--- config.mk ---
export PLATFORM = sky130hd
export DESIGN_NAME = lu_vector_driver
export DESIGN_NICKNAME = d
export VERILOG_FILES = /design/src/rtl/lu_pkg.sv /design/src/rtl/lu_settle_timer.sv /design/src/rtl/lu_vector_driver.sv
export SDC_FILE = /design/constraint.sdc
export NUM_CORES = 1
export LEC_CHECK = 0
export BUFFER_PORTS_ARGS = -buffer_cell sky130_fd_sc_hd__buf_2
export CAP_MARGIN = 10
export CORE_MARGIN = 2
export CORE_UTILIZATION = 58
export CTS_CLUSTER_DIAMETER = 150
export CTS_CLUSTER_SIZE = 20
export DETAILED_ROUTE_END_ITERATION = 16
export PLACE_DENSITY_LB_ADDON = 0.2
export SKIP_LAST_GASP = 1
export SLEW_MARGIN = 5
export SYNTH_ARGS = -nofsm -noshare
export SYNTH_HDL_FRONTEND = slang
export SYNTH_SLANG_ARGS = --single-unit
--- constraint.sdc ---
create_clock -name clk -period 4.3 [get_ports clk]
set_input_delay 0.43 -clock clk [delete_from_list [all_inputs] [get_ports clk]]
set_output_delay 0.43 -clock clk [all_outputs]
set_load 0.01 [all_outputs]
--- src/rtl/lu_pkg.sv ---
// Shared definitions for the OR/NOR logic-unit self-test engine and its bench.
// lu_golden works at the maximum operand width; callers mask down to their own W.
package lu_pkg;

    localparam int LU_MAX_W = 4;

    localparam logic SEL_OR  = 1'b1;
    localparam logic SEL_NOR = 1'b0;

    typedef enum logic [1:0] {
        IDLE,
        WAIT,
        CHECK,
        DONE
    } lu_drv_state_t;

    function automatic logic [LU_MAX_W-1:0] lu_golden(
        input logic [LU_MAX_W-1:0] a,
        input logic [LU_MAX_W-1:0] b,
        input logic                sel
    );
        return (sel == SEL_OR) ? (a | b) : ~(a | b);
    endfunction

endpackage

--- src/rtl/lu_settle_timer.sv ---
// Loadable down-counter that spaces vector drive from result sampling.
// expire is high once the count reaches 1, i.e. after SETTLE enabled cycles from a load.
module lu_settle_timer #(
    parameter int SETTLE = 1
) (
    input  logic clk,
    input  logic rst,
    input  logic load,
    input  logic en,
    output logic expire
);

    localparam logic [3:0] LOAD_VAL = 4'(SETTLE);

    logic [3:0] count;

    // The count parks at 1 once expired so expire stays stable until the next load.
    always_ff @(posedge clk or posedge rst) begin
        if (rst) begin
            count <= '0;
        end else if (load) begin
            count <= LOAD_VAL;
        end else if (en && (count > 4'd1)) begin
            count <= count - 4'd1;
        end
    end

    assign expire = (count == 4'd1);

endmodule

--- src/rtl/lu_vector_driver.sv ---
// Exhaustive self-test initiator for a W-bit OR/NOR logic unit: sweeps every
// {sel, a, b} vector, compares each result to the golden value and keeps a verdict.
module lu_vector_driver
    import lu_pkg::*;
#(
    parameter int W      = 1,
    parameter int SETTLE = 1
) (
    input  logic             clk,
    input  logic             rst,
    input  logic             start,
    input  logic             abort,
    output logic [W-1:0]     lu_a,
    output logic [W-1:0]     lu_b,
    output logic             lu_sel,
    input  logic [W-1:0]     lu_out,
    output logic             busy,
    output logic             done,
    output logic             pass,
    output logic [2*W+1:0]   err_count,
    output logic [2*W:0]     first_fail
);

    localparam int N = 2 * W + 1;
    localparam logic [LU_MAX_W-1:0] RESULT_MASK = LU_MAX_W'((1 << W) - 1);

    lu_drv_state_t state, state_next;

    logic [N-1:0]          vec;
    logic                  last_vec;
    logic                  mismatch;
    logic                  timer_load;
    logic                  timer_en;
    logic                  timer_expire;
    logic [LU_MAX_W-1:0]   golden_full;

    assign lu_sel = vec[N-1];
    assign lu_a   = vec[2*W-1:W];
    assign lu_b   = vec[W-1:0];

    assign last_vec    = &vec;
    assign golden_full = lu_golden(LU_MAX_W'(lu_a), LU_MAX_W'(lu_b), lu_sel);
    assign mismatch    = |((golden_full ^ LU_MAX_W'(lu_out)) & RESULT_MASK);

    lu_settle_timer #(
        .SETTLE (SETTLE)
    ) u_settle_timer (
        .clk    (clk),
        .rst    (rst),
        .load   (timer_load),
        .en     (timer_en),
        .expire (timer_expire)
    );

    always_ff @(posedge clk or posedge rst) begin
        if (rst) begin
            state <= IDLE;
        end else begin
            state <= state_next;
        end
    end

    always_comb begin
        state_next = state;
        case (state)
            IDLE:    if (start) state_next = WAIT;
            WAIT: begin
                if (abort)             state_next = IDLE;
                else if (timer_expire) state_next = CHECK;
            end
            CHECK: begin
                if (abort)         state_next = IDLE;
                else if (last_vec) state_next = DONE;
                else               state_next = WAIT;
            end
            DONE:    state_next = IDLE;
            default: state_next = IDLE;
        endcase
    end

    always_comb begin
        busy       = (state == WAIT) || (state == CHECK);
        done       = (state == DONE);
        timer_en   = (state == WAIT);
        timer_load = ((state == IDLE) && start) ||
                     ((state == CHECK) && !abort && !last_vec);
    end

    // The verdict is settled on the final CHECK so pass is already valid alongside done.
    always_ff @(posedge clk or posedge rst) begin
        if (rst) begin
            vec        <= '0;
            err_count  <= '0;
            first_fail <= '0;
            pass       <= 1'b0;
        end else begin
            case (state)
                IDLE: begin
                    if (start) begin
                        vec        <= '0;
                        err_count  <= '0;
                        first_fail <= '0;
                        pass       <= 1'b0;
                    end
                end
                WAIT: begin
                    if (abort) pass <= 1'b0;
                end
                CHECK: begin
                    if (abort) begin
                        pass <= 1'b0;
                    end else begin
                        if (mismatch) begin
                            err_count <= err_count + 1'b1;
                            if (err_count == '0) first_fail <= vec;
                        end
                        if (last_vec) begin
                            pass <= !mismatch && (err_count == '0);
                        end else begin
                            vec <= vec + 1'b1;
                        end
                    end
                end
                default: ;
            endcase
        end
    end

endmodule

After elaboration in Yosys (flattened, before gate mapping)
Index checks and enable logic that the tools add are counted.

Bits in latches: 0. ROM bits: 0. Bits in writable memories: 0. Flip-flop bits (word level): 17. Output and inout port bits: 13. Memories: 0.

Add/subtract/negate cells: 3. Multiply operators: 0. Mux-type cells: 26. Eq/ne operators: 12. Shift-type cells: 0. $lt $le $gt $ge: 1. Div/mod/pow operators: 0. Reductions and logical operators: 21. Bitwise gates (word level): 3.

Operators by type and width (number): 4-bit 2-to-1 mux (5); 3-bit 2-to-1 mux (6); 3-bit one-hot mux with 2 select lines (2); 4-bit AND reduction (3); 2-bit 2-to-1 mux (5); 2-bit inequality test, second input constant (5); 2-bit one-hot mux with 4 select lines (1); 4-bit one-hot mux with 2 select lines (1); 3-bit inequality test, second input constant (2); 1-bit logical AND (5); 1-bit 2-to-1 mux (5); 5-bit AND reduction (1); 4-bit by 1-bit adder with 4-bit output, second input constant (1); 2-bit equality test, second input constant (2); 4-bit by 1-bit equality test with 1-bit output, second input constant (1); 4-bit by 1-bit > comparator with 1-bit output, second input constant (1); 4-bit logical NOT (1); 2-bit nonzero test (2); 4-bit by 1-bit subtractor with 4-bit output, second input constant (1); 3-bit by 1-bit adder with 3-bit output, second input constant (1); 1-bit logical NOT (3); 1-bit one-hot mux with 3 select lines (1); 3-bit AND reduction (1); 3-bit nonzero test (1); other kinds (8) (9).

Logic depth before layout (Yosys ltp)
Gate-level depths: netlist (run 1).

Depth after elaboration: 9. Gate-level depth with buffers: 7. Depth with buffers taken out: 6.

By module
A second synthesis (run 1) with hierarchy kept.

Cells, all modules: 121. Area total of the unflattened synthesis: 1139.8 µm².

By module, submodules not included: lu_vector_driver (cells each 95, area an instance 894.6 µm², sequential area each 325.3 µm², instances 1); lu_settle_timer (cells each 26, area an instance 245.2 µm², sequential area each 100.1 µm², instances 1).

Worst setup path after synthesis (run 1)
OpenSTA, ideal clock, no wires.

Path type: register -> register. Start point: reg vec[1]. End point: reg err_count[3]. Cell stages (with the launch flop): 8. Slack: 2569 ps. Arrival time: 1600 ps. Data required time: 4169 ps. Clock period less this slack: 1731 ps. Path buffers: 1. Path through: dfrtp_1 inv_1 ha_1 xnor3_1 and2_4 buf_6 o31ai_2 o31ai_1.

Longest elaborated chain between the ends: 6.

RTL lines: from (decl) (line lu_vector_driver.sv:29) `logic [N-1:0] vec;`; from (signal assigned) (line lu_vector_driver.sv:120) `vec <= vec + 1'b1;`; 1-bit bitwise OR (*) (line lu_pkg.sv:22) `return (sel == SEL_OR) ? (a | b) : ~(a | b);`; 1-bit NOT (line lu_pkg.sv:22); 1-bit 2-to-1 mux (*) (line lu_pkg.sv:22); 1-bit bitwise XOR (*) (line lu_vector_driver.sv:43) `assign mismatch = |((golden_full ^ LU_MAX_W'(lu_out)) & RESULT_MASK);`; 2-bit inequality test (no line) (*); 4-bit AND reduction (no line) (*); to (signal assigned) (line lu_vector_driver.sv:114) `err_count <= err_count + 1'b1;`; to (decl) (line lu_vector_driver.sv:20) `output logic [2*W+1:0] err_count,`.

Every way passes the cells marked *; elsewhere a longest branch is shown, timed or not. A chain may end at the register's enable or synchronous reset.

Final worst setup path (run 1)
Start point: reg state[0]. End point: reg first_fail[0].

Longest elaborated chain between the ends: 3. Elaborated cells between the ends (all ways): 9. Classes of those cells: eq/ne: 5; mux: 1; reduce/logical: 3.

RTL lines: from (decl) (line lu_vector_driver.sv:27) `lu_drv_state_t state, state_next;`; from (signal assigned) (line lu_vector_driver.sv:59) `state <= state_next;`; 2-bit equality test or 2-bit logical NOT (tied branches) (line lu_vector_driver.sv:97) `case (state)`; 2-bit by 1-bit inequality test with 1-bit output (no line), or another cell as far along; 5-bit AND reduction (no line); to (signal assigned) (line lu_vector_driver.sv:115) `if (err_count == '0) first_fail <= vec;`; to (decl) (line lu_vector_driver.sv:21) `output logic [2*W:0] first_fail`.

Several ways; a longest one is shown, not always the timed one.

==> results.md, run 1 <==
- Share of cells above drive strength 1: 0.206
- Synth Area in Compound Gates: 0.207
- Crit-path leading delay family: compound AO/OA/AOI/OAI gates
- Detail Route Antenna Nets: 0
- Pwr/cell area: 549 nW/µm²
- Final Critical Period: 1950 ps
- Max Root-Sink Buffers: 2
- Post-synthesis mux area share: 0.0106
- DR vias: 817
- Die height: 46.7 µm
- Initial Utilization: 0.614
- Core ar.: 1730 µm²
- Reg2Reg Setup Slack: 2350 ps
- Top fanout value on the critical path: 16
- Post-Syn Nets: 123
- Area Overhead vs Synth: 12.2%
- Run status: finished clean
- Setup TNS: 0 ps
- Min-delay worst type: input port to async pin
- RSZ-0062 raised after global routing: false
- Simple-gate portion of the synthesized area: 0.152
- Final Power: 0.000652 W
- Total wire length: 1.89 mm
- Register area share after synthesis: 0.401
- Syn_area_per_cell: 9.90 µm²
- WL per Instance: 12.5 µm
- Reg2Reg Depth: 6
- Fin crit share: 0.454
- Row count: 15
- Synth Cell Area: 1060 µm²
- Critical path startpoint category: flip-flop
- ANT cells: 0
- Gpl congestion: 0.823
- Kind of critical path: flip-flop to flip-flop
- Residual DRC: 0
- Placed insts: 147
- Peak VDD IR: 344 µV
- Clock-pin transition on the worst setup and hold timing paths: 100 ps
- DP HPWL: 1.50 mm
- Pin count of the biggest net entering global routing: 18
- Leak: 0.615 nW
- Critical path data arrival time: 2130 ps
- Synthesized-area fraction occupied by adder cells: 0.130
- Reg-to-Reg End: first_fail[0]
- Vias per cell: 5.41
- Ys async rst share: 1.00
- Vias in the first global route: 754
- Yosys warns: 0
- Clock Tree Root: clkbuf_4
- TritonCTS Buffers: 3
- Primary FF master, synth: dfrtp_1
- Post-synth EDFFs: 0
- Cells after Synth: 107
- CTS Sinks: 17
- Netlist cell types: 38
- Final Hold Fails: 0
- Main combinational cell family by area after synthesis: compound AO/OA/AOI/OAI gates
- Antenna violations before repair: 0
- Final hold slack: 208 ps
- Final setup violation count: 0
- H-tree depth: 1
- CP peak stage delay: 440 ps
- Die area: 2190 µm²
- I/O Pins: 18
- Slowest cell on crit path: ha_1
- Number of max-cap violations: 0
- Post-CTS Hold Buffers: 0
- Worst Skew: 9.97 ps
- CP Buf/Inv Count: 1
- Seq cells post-synth: 17
- RR Startpoint: state[0]
- Critical path, cell by cell: inv_1 -> ha_1 -> nor2_1 -> a211o_2 -> o31ai_1 -> o21ai_1
- Number of port buffers: 17
- Final Max Tran Viols: 0
- DR iter-0 viols: 13
- CTS resizes: 0
- First-pass GRT wire length: 3.20 mm
- Worst Tran Pin Value: 647 ps
- Setup crit end kind: flip-flop
- Max Clk Rate: 512 MHz
- Die X: 46.7 µm
- Clock tree from TritonCTS: done
- Xor/xnor cell area share of the yosys netlist: 0.0460
- GR Overflow Total: 0
- Non-Filler Instances: 151
- Postcts setup bufs: 0
- Worst-Skew Late Latency: 290 ps
- Worst EP required: 4470 ps
- Overall routing resource usage: 0.205
- Final nets: 143
- Max_slew headroom: 0.568
- TritonRoute pass-1 iters: 4
## cell type report
type / count / area (µm²)
clock buffers: 3 / 22.5
clock inverters: 1 / 5.00
fillers: 160 / 538
inverters: 11 / 41.3
multi-input cells: 77 / 578
flip-flops and latches: 17 / 425
well taps: 25 / 31.3
repair buffers: 17 / 85.1
## registers in the layout, indices dropped and copies added, names as in the netlist
signal,count
err_count,4
u_settle_timer.count,4
pass,1
first_fail,3
state,2
vec,3
## through the flow
step | setup slack, ps | instance area [µm²] | utilization
global placement | 2470 | 1160 | 0.672
global route | 2180 | 1190 | 0.688
floorplan | 2570 | 1060 | -
finish | 2350 | 1190 | 0.688
CTS | 2350 | 1190 | 0.688
detailed placement | 2350 | 1160 | 0.672
## worst max path at each step
stage	to	start	slack [ps]	depth (start not counted)
finish	first_fail[0]	state[0]	2350	6
global route	err_count[3]	state[0]	2180	6
CTS	first_fail[0]	state[0]	2350	6
detailed placement	first_fail[0]	state[0]	2350	6
global placement	first_fail[0]	state[0]	2470	6
floorplan	err_count[3]	vec[1]	2570	7
## worst register-to-register path, cell delays in order (launching register included)
cell and delay (ps):
dfrtp_1 430, inv_1 100, ha_1 440, nor2_1 140, a211o_2 360, o31ai_1 280
o21ai_1 100
## power breakdown
group	switching, W	leakage, nW	total (W)	internal [W]
clock network	0.0000489	0.0177	0.0000834	0.0000345
registers	0.0000381	0.229	0.000232	0.000194
logic	0.000193	0.368	0.000336	0.000143
total	0.000280	0.615	0.000652	0.000372
## cell usage in the layout, fill, tap and decap left out
cell type / n
nor3_1: 2
o211ai_1: 1
nand4_1: 1
and2b_1: 1
dfrtp_1: 17
a22o_1: 2
inv_1: 11
nand2b_1: 3
or4_1: 1
mux2_2: 1
and2_1: 1
and3_1: 1
and2_4: 1
a211o_2: 1
nor3b_1: 1
a211oi_2: 1
o311a_1: 1
nor2_1: 9
clkbuf_4: 3
nor2b_1: 3
a21o_1: 1
a21oi_1: 2
a2bb2oi_1: 1
nand2_1: 4
o31a_1: 1
o21ai_0: 4
xnor3_1: 1
clkinv_2: 1
xor2_1: 1
a21boi_1: 1
nand3_1: 3
o31ai_2: 1
xnor2_1: 2
buf_2: 17
o31ai_1: 6
o41ai_1: 1
a211oi_1: 1
ha_1: 11
o21ai_1: 5
## per-layer routing
layer / global-route usage / up-vias / part of all wire
met4: 0.0667 / 0 / 0.012
met5: 0 / - / 0
met3: 0.0346 / 4 / 0.026
met1: 0.257 / 385 / 0.43
met2: 0.361 / 13 / 0.53
li1: - / 415 / -
## Yosys cell counts, types with 2 or more instances
master    count  area [µm²]
nor3_1        2        10.0
nand3_1       3        15.0
inv_1        11        41.3
nor2b_1       3        18.8
o21ai_0       4        20.0
nand2_1       4        15.0
ha_1         11         138
xnor2_1       2        17.5
a21oi_1       2        10.0
dfrtp_1      17         425
o21ai_1       5        25.0
nor2_1        9        33.8
o31ai_1       6        45.0
nand2b_1      3        18.8
a22o_1        2        17.5
## cells by family (layout without fill, tap and decap cells)
logic type / count (synthesis) / in the layout
AO/OA/AOI/OAI: 30 / 30
XOR/XNOR: 4 / 4
adder cells (fa/ha/maj): 11 / 11
buffers and inverters: 13 / 32
flip-flops: 17 / 17
multiplexers: 1 / 1
AND/OR/NAND/NOR: 31 / 31
Note: power is estimated with default switching activity, not from simulation.
==> inputs of run 2 (changes only) <==
- ABC_AREA: default -> 1
- CORE_UTILIZATION: 58 -> 54
- clock period: 4.3 -> 1.8 ns (I/O delays scaled with it)
==> run 2 against run 1 <==
  * Critical endpoint is now u_settle_timer.count[1]
  * Clock skew decreased by 8.2 ps
  * Cell count increased by 26%
  * Critical path type unchanged
  * Flip-flop and latch count unchanged
  * First-iteration DRC count increased to 2.5 times the previous value
  * Area after synthesis increased by 2.2%
  * Critical path depth increased by 3
  * Synthesized cell count increased by 32%
  * Via count increased by 18%
  * Fmax increased by 24%
  * Die area increased by 9.0%
  * Sequential power increased by 140%
==> results.md, run 2 <==
- Yosys warns: 0 (unchanged)
- Max_slew headroom: 0.554 (-0.0137)
- Placed cell area: 1200 µm² (+3.8%)
- Vias in the first global route: 952 (+26%)
- Residual DRC: 0 (unchanged)
- Peak VDD IR: 773 µV (+120%)
- Kind of critical path: flip-flop to flip-flop
- Share of cells above drive strength 1: 0.172 (-0.0346)
- Synthesized-area fraction occupied by adder cells: 0.127 (-0.00285)
- Number of max-cap violations: 0 (unchanged)
- Post-synthesis mux area share: 0 (-0.0106)
- WL per Instance: 11.3 µm (-10%)
- Pin count of the biggest net entering global routing: 18 (unchanged)
- Run status: finished clean
- Synth Cell Area: 1080 µm² (+2.2%)
- RSZ-0062 raised after global routing: false
- Reg2Reg Setup Slack: 230 ps (-2120 ps)
- Antenna violations before repair: 0 (unchanged)
- Detail Route Antenna Nets: 0 (unchanged)
- Final nets: 180 (+26%)
- Top fanout value on the critical path: 5 (-11)
- Cells after Synth: 141 (+32%)
- Ys async rst share: 1.00 (unchanged)
- Area taken by multi-input logic gates: 556 µm² (-3.9%)
- Overall routing resource usage: 0.212 (+0.00699)
- Syn_area_per_cell: 7.68 µm² (-22%)
- Min-delay worst type: input port to flip-flop
- CP Buf/Inv Count: 2 (+1)
- Post-synth EDFFs: 0 (unchanged)
- Slowest cell on crit path: dfrtp_1
- Max Clk Rate: 637 MHz (+24%)
- I/O Pins: 18 (unchanged)
- Critical path startpoint category: flip-flop
- Leak: 0.699 nW (+14%)
- ANT cells: 0 (unchanged)
- Synth area leader: dfrtp_1
- TritonRoute pass-1 iters: 4 (unchanged)
- Vias per cell: 5.06 (-6.5%)
- Final hold slack: 228 ps (+19.8 ps)
- Die area: 2380 µm² (+9.0%)
- Final instance area: 1240 µm² (+4.4%)
- Clock-pin transition on the worst setup and hold timing paths: 100 ps (about the same)
- Total wire length: 2.14 mm (+13%)
- DR vias: 961 (+18%)
- Clock tree from TritonCTS: done
- Initial Utilization: 0.564 (-0.0500)
- Register area share after synthesis: 0.393 (-0.00881)
- Clock Tree Root: clkbuf_4
- CTS Sinks: 17 (unchanged)
- FF+latch area: 425 µm² (unchanged)
- Die height: 48.8 µm (+4.4%)
- Area Overhead vs Synth: 14.5%
- Final Hold Fails: 0 (unchanged)
- Final setup violation count: 0 (unchanged)
- Post-synth top area share: 0.393 (-0.00881)
- Simple-gate portion of the synthesized area: 0.236 (+0.0833)
- TritonCTS Buffers: 3 (unchanged)
- Top Registers: err_count: 4 flops, u_settle_timer.count: 4 flops
- Synth Area in Compound Gates: 0.126 (-0.0807)
- Most common cell after layout, fill and taps aside: nand2_1
- Number of port buffers: 17 (unchanged)
- Final Power: 0.00171 W (+160%)
- Critical path data arrival time: 1780 ps (-350 ps)
- Setup crit end kind: flip-flop
- Worst Skew: 1.78 ps (-8.19 ps)
- Fill count: 182 (+14%)
- Worst EP required: 2010 ps (-2460 ps)
- Die X: 48.8 µm (+4.4%)
- Post-Syn Nets: 157 (+28%)
- Final Max Tran Viols: 0 (unchanged)
- Main combinational cell family by area after synthesis: simple AND/OR/NAND/NOR gates
- Leading cell types by count after synthesis: nand2_1 (37), inv_1 (25), dfrtp_1 (17)
- Primary FF master, synth: dfrtp_1
- Crit-path leading delay family: flip-flops
- CP peak stage delay: 440 ps (about the same)
- Most numerous cell in the Yosys netlist: nand2_1
- Worst Tran Pin Value: 668 ps (+20.5 ps)
- Final Critical Period: 1570 ps (-383 ps)
- GR Overflow Total: 0 (unchanged)
- Fin crit share: 0.873 (+0.418)
- Worst-Skew Late Latency: 290 ps (about the same)
- Top area cells in the synthesized netlist: dfrtp_1 (39%), nand2_1 (13%), ha_1 (13%)
- H-tree depth: 1 (unchanged)
- Commonest non-fill, non-tap cells in the layout: nand2_1 (37), inv_1 (25), dfrtp_1 (17), buf_2 (17), ha_1 (11)
- First-pass GRT wire length: 4.02 mm (+25%)
- Critical path, cell by cell: ha_1 -> ha_1 -> inv_1 -> nand2_2 -> o21ai_2 -> inv_1 -> nand2_1 -> nand2_1 -> o21ai_0
- Setup TNS: 0 ps (unchanged)
- Row count: 16 (+1)
- Netlist cell types: 19 (-50%)
- Pwr/cell area: 1380 nW/µm² (+150%)
- Gpl congestion: 0.852 (+3.5%)
- DP HPWL: 1.65 mm (+9.8%)
- Seq cells post-synth: 17 (unchanged)
- Core ar.: 1920 µm² (+11%)
- Max Root-Sink Buffers: 2 (unchanged)
- DR iter-0 viols: 33 (+20)
- Xor/xnor cell area share of the yosys netlist: 0.0242 (-0.0218)
-- run 2: cell count changes after synthesis, moves of 5 or more --
| cell | delta |
|---|---|
| nand2_1 | +33 |
| inv_1 | +14 |
| nand3_1 | +6 |
| o31ai_1 | -6 |
| o21ai_0 | +5 |
-- run 2: worst min-delay path, cell delays in order --
cell and delay [ps]:
buf_2 110, nor3_1 50, nand4_1 60, o21ai_0 70
-- run 2: area by class of cell --
cell class	count	area share
clock buffer	4	0.0212
sequential	17	0.343
tap	27	0.0272
timing repair buffer	19	0.0827
multi-input combinational	97	0.448
inverter	26	0.0786
-- run 2: logic make-up (layout without fill, tap and decap cells) --
kind of cell / Yosys count / count (layout)
adder cells (fa/ha/maj): 11 / 11
flip-flops: 17 / 17
buffers and inverters: 27 / 49
AND/OR/NAND/NOR: 60 / 60
XOR/XNOR: 3 / 3
AO/OA/AOI/OAI: 23 / 23
-- run 2: per-layer routing --
metal  track usage  wire length, µm  vias up
met1         0.278             1010      449
met3        0.0276               66        4
li1              -                -      493
met5             0                0        -
met2         0.361             1040       15
met4        0.0762               23        0
-- run 2: final timing paths --
path / start / endpoint / cells after the start
min reg2reg: first_fail[2] / first_fail[2] / 2
min in group asynchronous: rst / err_count[3] / 3
min: abort / pass / 4
max: vec[1] / u_settle_timer.count[1] / 9
max in group asynchronous: rst / state[0] / 3
max reg2reg: vec[1] / u_settle_timer.count[1] / 9
-- run 2: per-stage QoR --
step / instances / setup WS (ps) / util
after detailed placement: 185 / 264 / 0.627
after CTS: 190 / 216 / 0.646
final: 190 / 229 / 0.646
after floorplan: 141 / 393 / -
after global routing: 190 / 74.7 / 0.646
after global placement: 185 / 299 / 0.627
-- run 2: timing repair --
item,in CTS,in global routing
hold endpoints to repair,17,0
buffers inserted,0,0
hold buffers,1,0
resized for setup,0,0
-- run 2: power by group --
group          switching [W]  internal (W)
Clock               0.000119     0.0000861
Combinational       0.000620      0.000329
Sequential         0.0000820      0.000471
==> inputs of run 3 (changes only) <==
- ABC_AREA: 1 -> 0
==> run 3 against run 2 <==
  * Non-clock buffer count rose by 6
  * Wire length fell by 4.1%
  * Global-route usage fell by 2.3 points
  * Die area is 2.0% lower
  * Combinational power increased by 1%
  * Clock-buffer cell count unchanged
  * Final area rose by 2.2%
  * Clock power hardly changed
  * First-iteration DRC count down 55%
  * Sequential share of layout area down 0.74 points
  * Largest cell class unchanged
==> results.md, run 3 (synthesis gave the netlist of run 1 again) <==
- First-pass GRT wire length: 3.39 mm (-15%)
- ANT cells: 0 (unchanged)
- DR iter-0 viols: 15 (-55%)
- Clock Tree Root: clkbuf_4
- Run status: finished clean
- Max Clk Rate: 565 MHz (-11%)
- Int Pwr: 0.000994 W (+12%)
- DP HPWL: 1.51 mm (-8.6%)
- Final Util: 0.667 (+0.0213)
- Final Critical Period: 1770 ps (+199 ps)
- H-tree depth: 1 (unchanged)
- Metal3 WL: 69 µm (+4.5%)
- Comb power frac: 0.561 (+0.005)
- Total wire length: 2.06 mm (-4.1%)
- Top fanout value on the critical path: 5 (unchanged)
- Max Root-Sink Buffers: 2 (unchanged)
- Die height: 48.3 µm (-1.0%)
- Critical path data arrival time: 1960 ps (+180 ps)
- I/O Pins: 18 (unchanged)
- Clock tree from TritonCTS: done
- Top Registers: err_count: 4 flops, u_settle_timer.count: 4 flops
- TritonRoute pass-1 iters: 4 (unchanged)
- Worst Tran Pin Value: 650 ps (-17.8 ps)
- DR vias: 876 (-8.8%)
- Number of max-cap violations: 0 (unchanged)
- Fill count: 159 (-13%)
- Commonest non-fill, non-tap cells in the layout: dfrtp_1 (17), buf_2 (17), inv_1 (11), ha_1 (11), nor2_1 (9)
- Vias in the first global route: 833 (-13%)
- Residual DRC: 0 (unchanged)
- TritonCTS Buffers: 3 (unchanged)
- Row count: 16 (unchanged)
- Gpl congestion: 0.779 (-8.5%)
- Die area: 2330 µm² (-2.0%)
- Area Overhead vs Synth: 19.7%
- Setup crit end kind: flip-flop
- Max_slew headroom: 0.566 (+0.0118)
- Core ar.: 1900 µm² (-1.0%)
- P_sw: 0.000723 W (-12%)
- Crit-path leading delay family: simple AND/OR/NAND/NOR gates
- Sw Ratio: 0.421 (-0.0598)
- CP Buf/Inv Count: 1 (-1)
- Worst EP required: 1990 ps (-20 ps)
- Highest metal used: met4
- Area taken by multi-input logic gates: 594 µm² (+7.0%)
- Clock-pin transition on the worst setup and hold timing paths: 90 ps (about the same)
- Share of cells above drive strength 1: 0.246 (+0.0745)
- Placed cell area: 1190 µm² (-1.6%)
- Final Power: 0.00172 W (+0.63%)
- Leak: 0.655 nW (-6.3%)
- Initial Utilization: 0.557 (-0.00657)
- Vias per cell: 5.44 (+7.6%)
- Peak VDD IR: 781 µV (+1.1%)
- WL per Instance: 12.8 µm (+13%)
- Final Max Tran Viols: 0 (unchanged)
- Fin crit share: 0.983 (+0.111)
- GR Overflow Total: 0 (unchanged)
- Die X: 48.3 µm (-1.0%)
- Register share of total power: 0.319 (-0.005)
- CTS Sinks: 17 (unchanged)
- Critical path startpoint category: flip-flop
- Slowest cell on crit path: dfrtp_1
- Kind of critical path: flip-flop to flip-flop
- Min-delay worst type: input port to flip-flop
- Final Hold Fails: 0 (unchanged)
- Antenna violations before repair: 0 (unchanged)
- Met2 WL: 1.05 mm (+1.2%)
- Detail Route Antenna Nets: 0 (unchanged)
- CP peak stage delay: 400 ps (-40 ps)
- Final instance area: 1270 µm² (+2.2%)
- FF+latch area: 425 µm² (unchanged)
- Worst Skew: 3.48 ps (+1.70 ps)
- Overall routing resource usage: 0.189 (-0.0232)
- Number of port buffers: 17 (unchanged)
- M1 wire length: 878 µm (-13%)
- Pin count of the biggest net entering global routing: 18 (unchanged)
- Final setup violation count: 0 (unchanged)
- Critical path, cell by cell: buf_4 -> ha_1 -> nor2_1 -> a211oi_4 -> and3_1 -> mux2_2
- Clock power frac: 0.120 (about the same)
- RSZ-0062 raised after global routing: true
- Worst-Skew Late Latency: 300 ps (about the same)
- Final nets: 151 (-16%)
- Pwr/cell area: 1350 nW/µm² (-1.6%)
==> run 3: timing repair <==
| action | 4_1_cts | 5_1_grt |
|---|---|---|
| setup buffers | 0 | 4 |
| endpoints found under the hold margin | 17 | 0 |
| resized for setup | 0 | 3 |
| hold buffers | 1 | 0 |
| setup endpoints to repair | 0 | 9 |
==> run 3: final timing paths <==
path	slack, ps	to	from	depth (start not counted)
setup reg to reg	30	vec[0]	state[1]	6
min in group asynchronous	510	vec[0]	rst	3
max in group asynchronous	880	vec[2]	rst	3
hold / removal	230	u_settle_timer.count[3]	start	3
setup / recovery	30	vec[0]	state[1]	6
hold reg to reg	510	first_fail[1]	first_fail[1]	2
==> run 3: power groups by stage <==
stage | clock (W) | combinational, W | sequential, W
floorplan | 0 | 0.000638 | 0.000554
global placement | 0 | 0.000831 | 0.000554
detailed placement | 0 | 0.000842 | 0.000561
CTS | 0.000215 | 0.000848 | 0.000553
global route | 0.000230 | 0.00107 | 0.000561
finish | 0.000206 | 0.000963 | 0.000548
==> run 3: cell type report <==
type / instances / share of cell area
repair buffers: 25 / 0.116
well taps: 27 / 0.0266
flip-flops and latches: 17 / 0.335
multi-input cells: 77 / 0.468
clock buffers: 4 / 0.0207
inverters: 11 / 0.0325
==> run 3: worst register-to-register path: stages, from the launching register on <==
cell and delay [ps]:
dfrtp_1 400, buf_4 140, ha_1 260, nor2_1 300
a211oi_4 80, and3_1 230, mux2_2 260
==> run 3: routing by layer <==
metal / track usage / up-vias
li1: - / 440
met4: 0.148 / 0
met5: 0 / -
met2: 0.336 / 19
met3: 0.0278 / 4
met1: 0.201 / 413
==> run 3: per-stage QoR <==
step | setup WS (ps) | TNS [ps] | hold WS, ps | std cells
floorplan | 69.3 | 0 | 106 | 107
global placement | 101 | 0 | 307 | 152
detailed placement | 61.9 | 0 | 302 | 152
CTS | 45.9 | 0 | 226 | 157
global route | -61.8 | -302 | 236 | 161
finish | 29.8 | 0 | 233 | 161
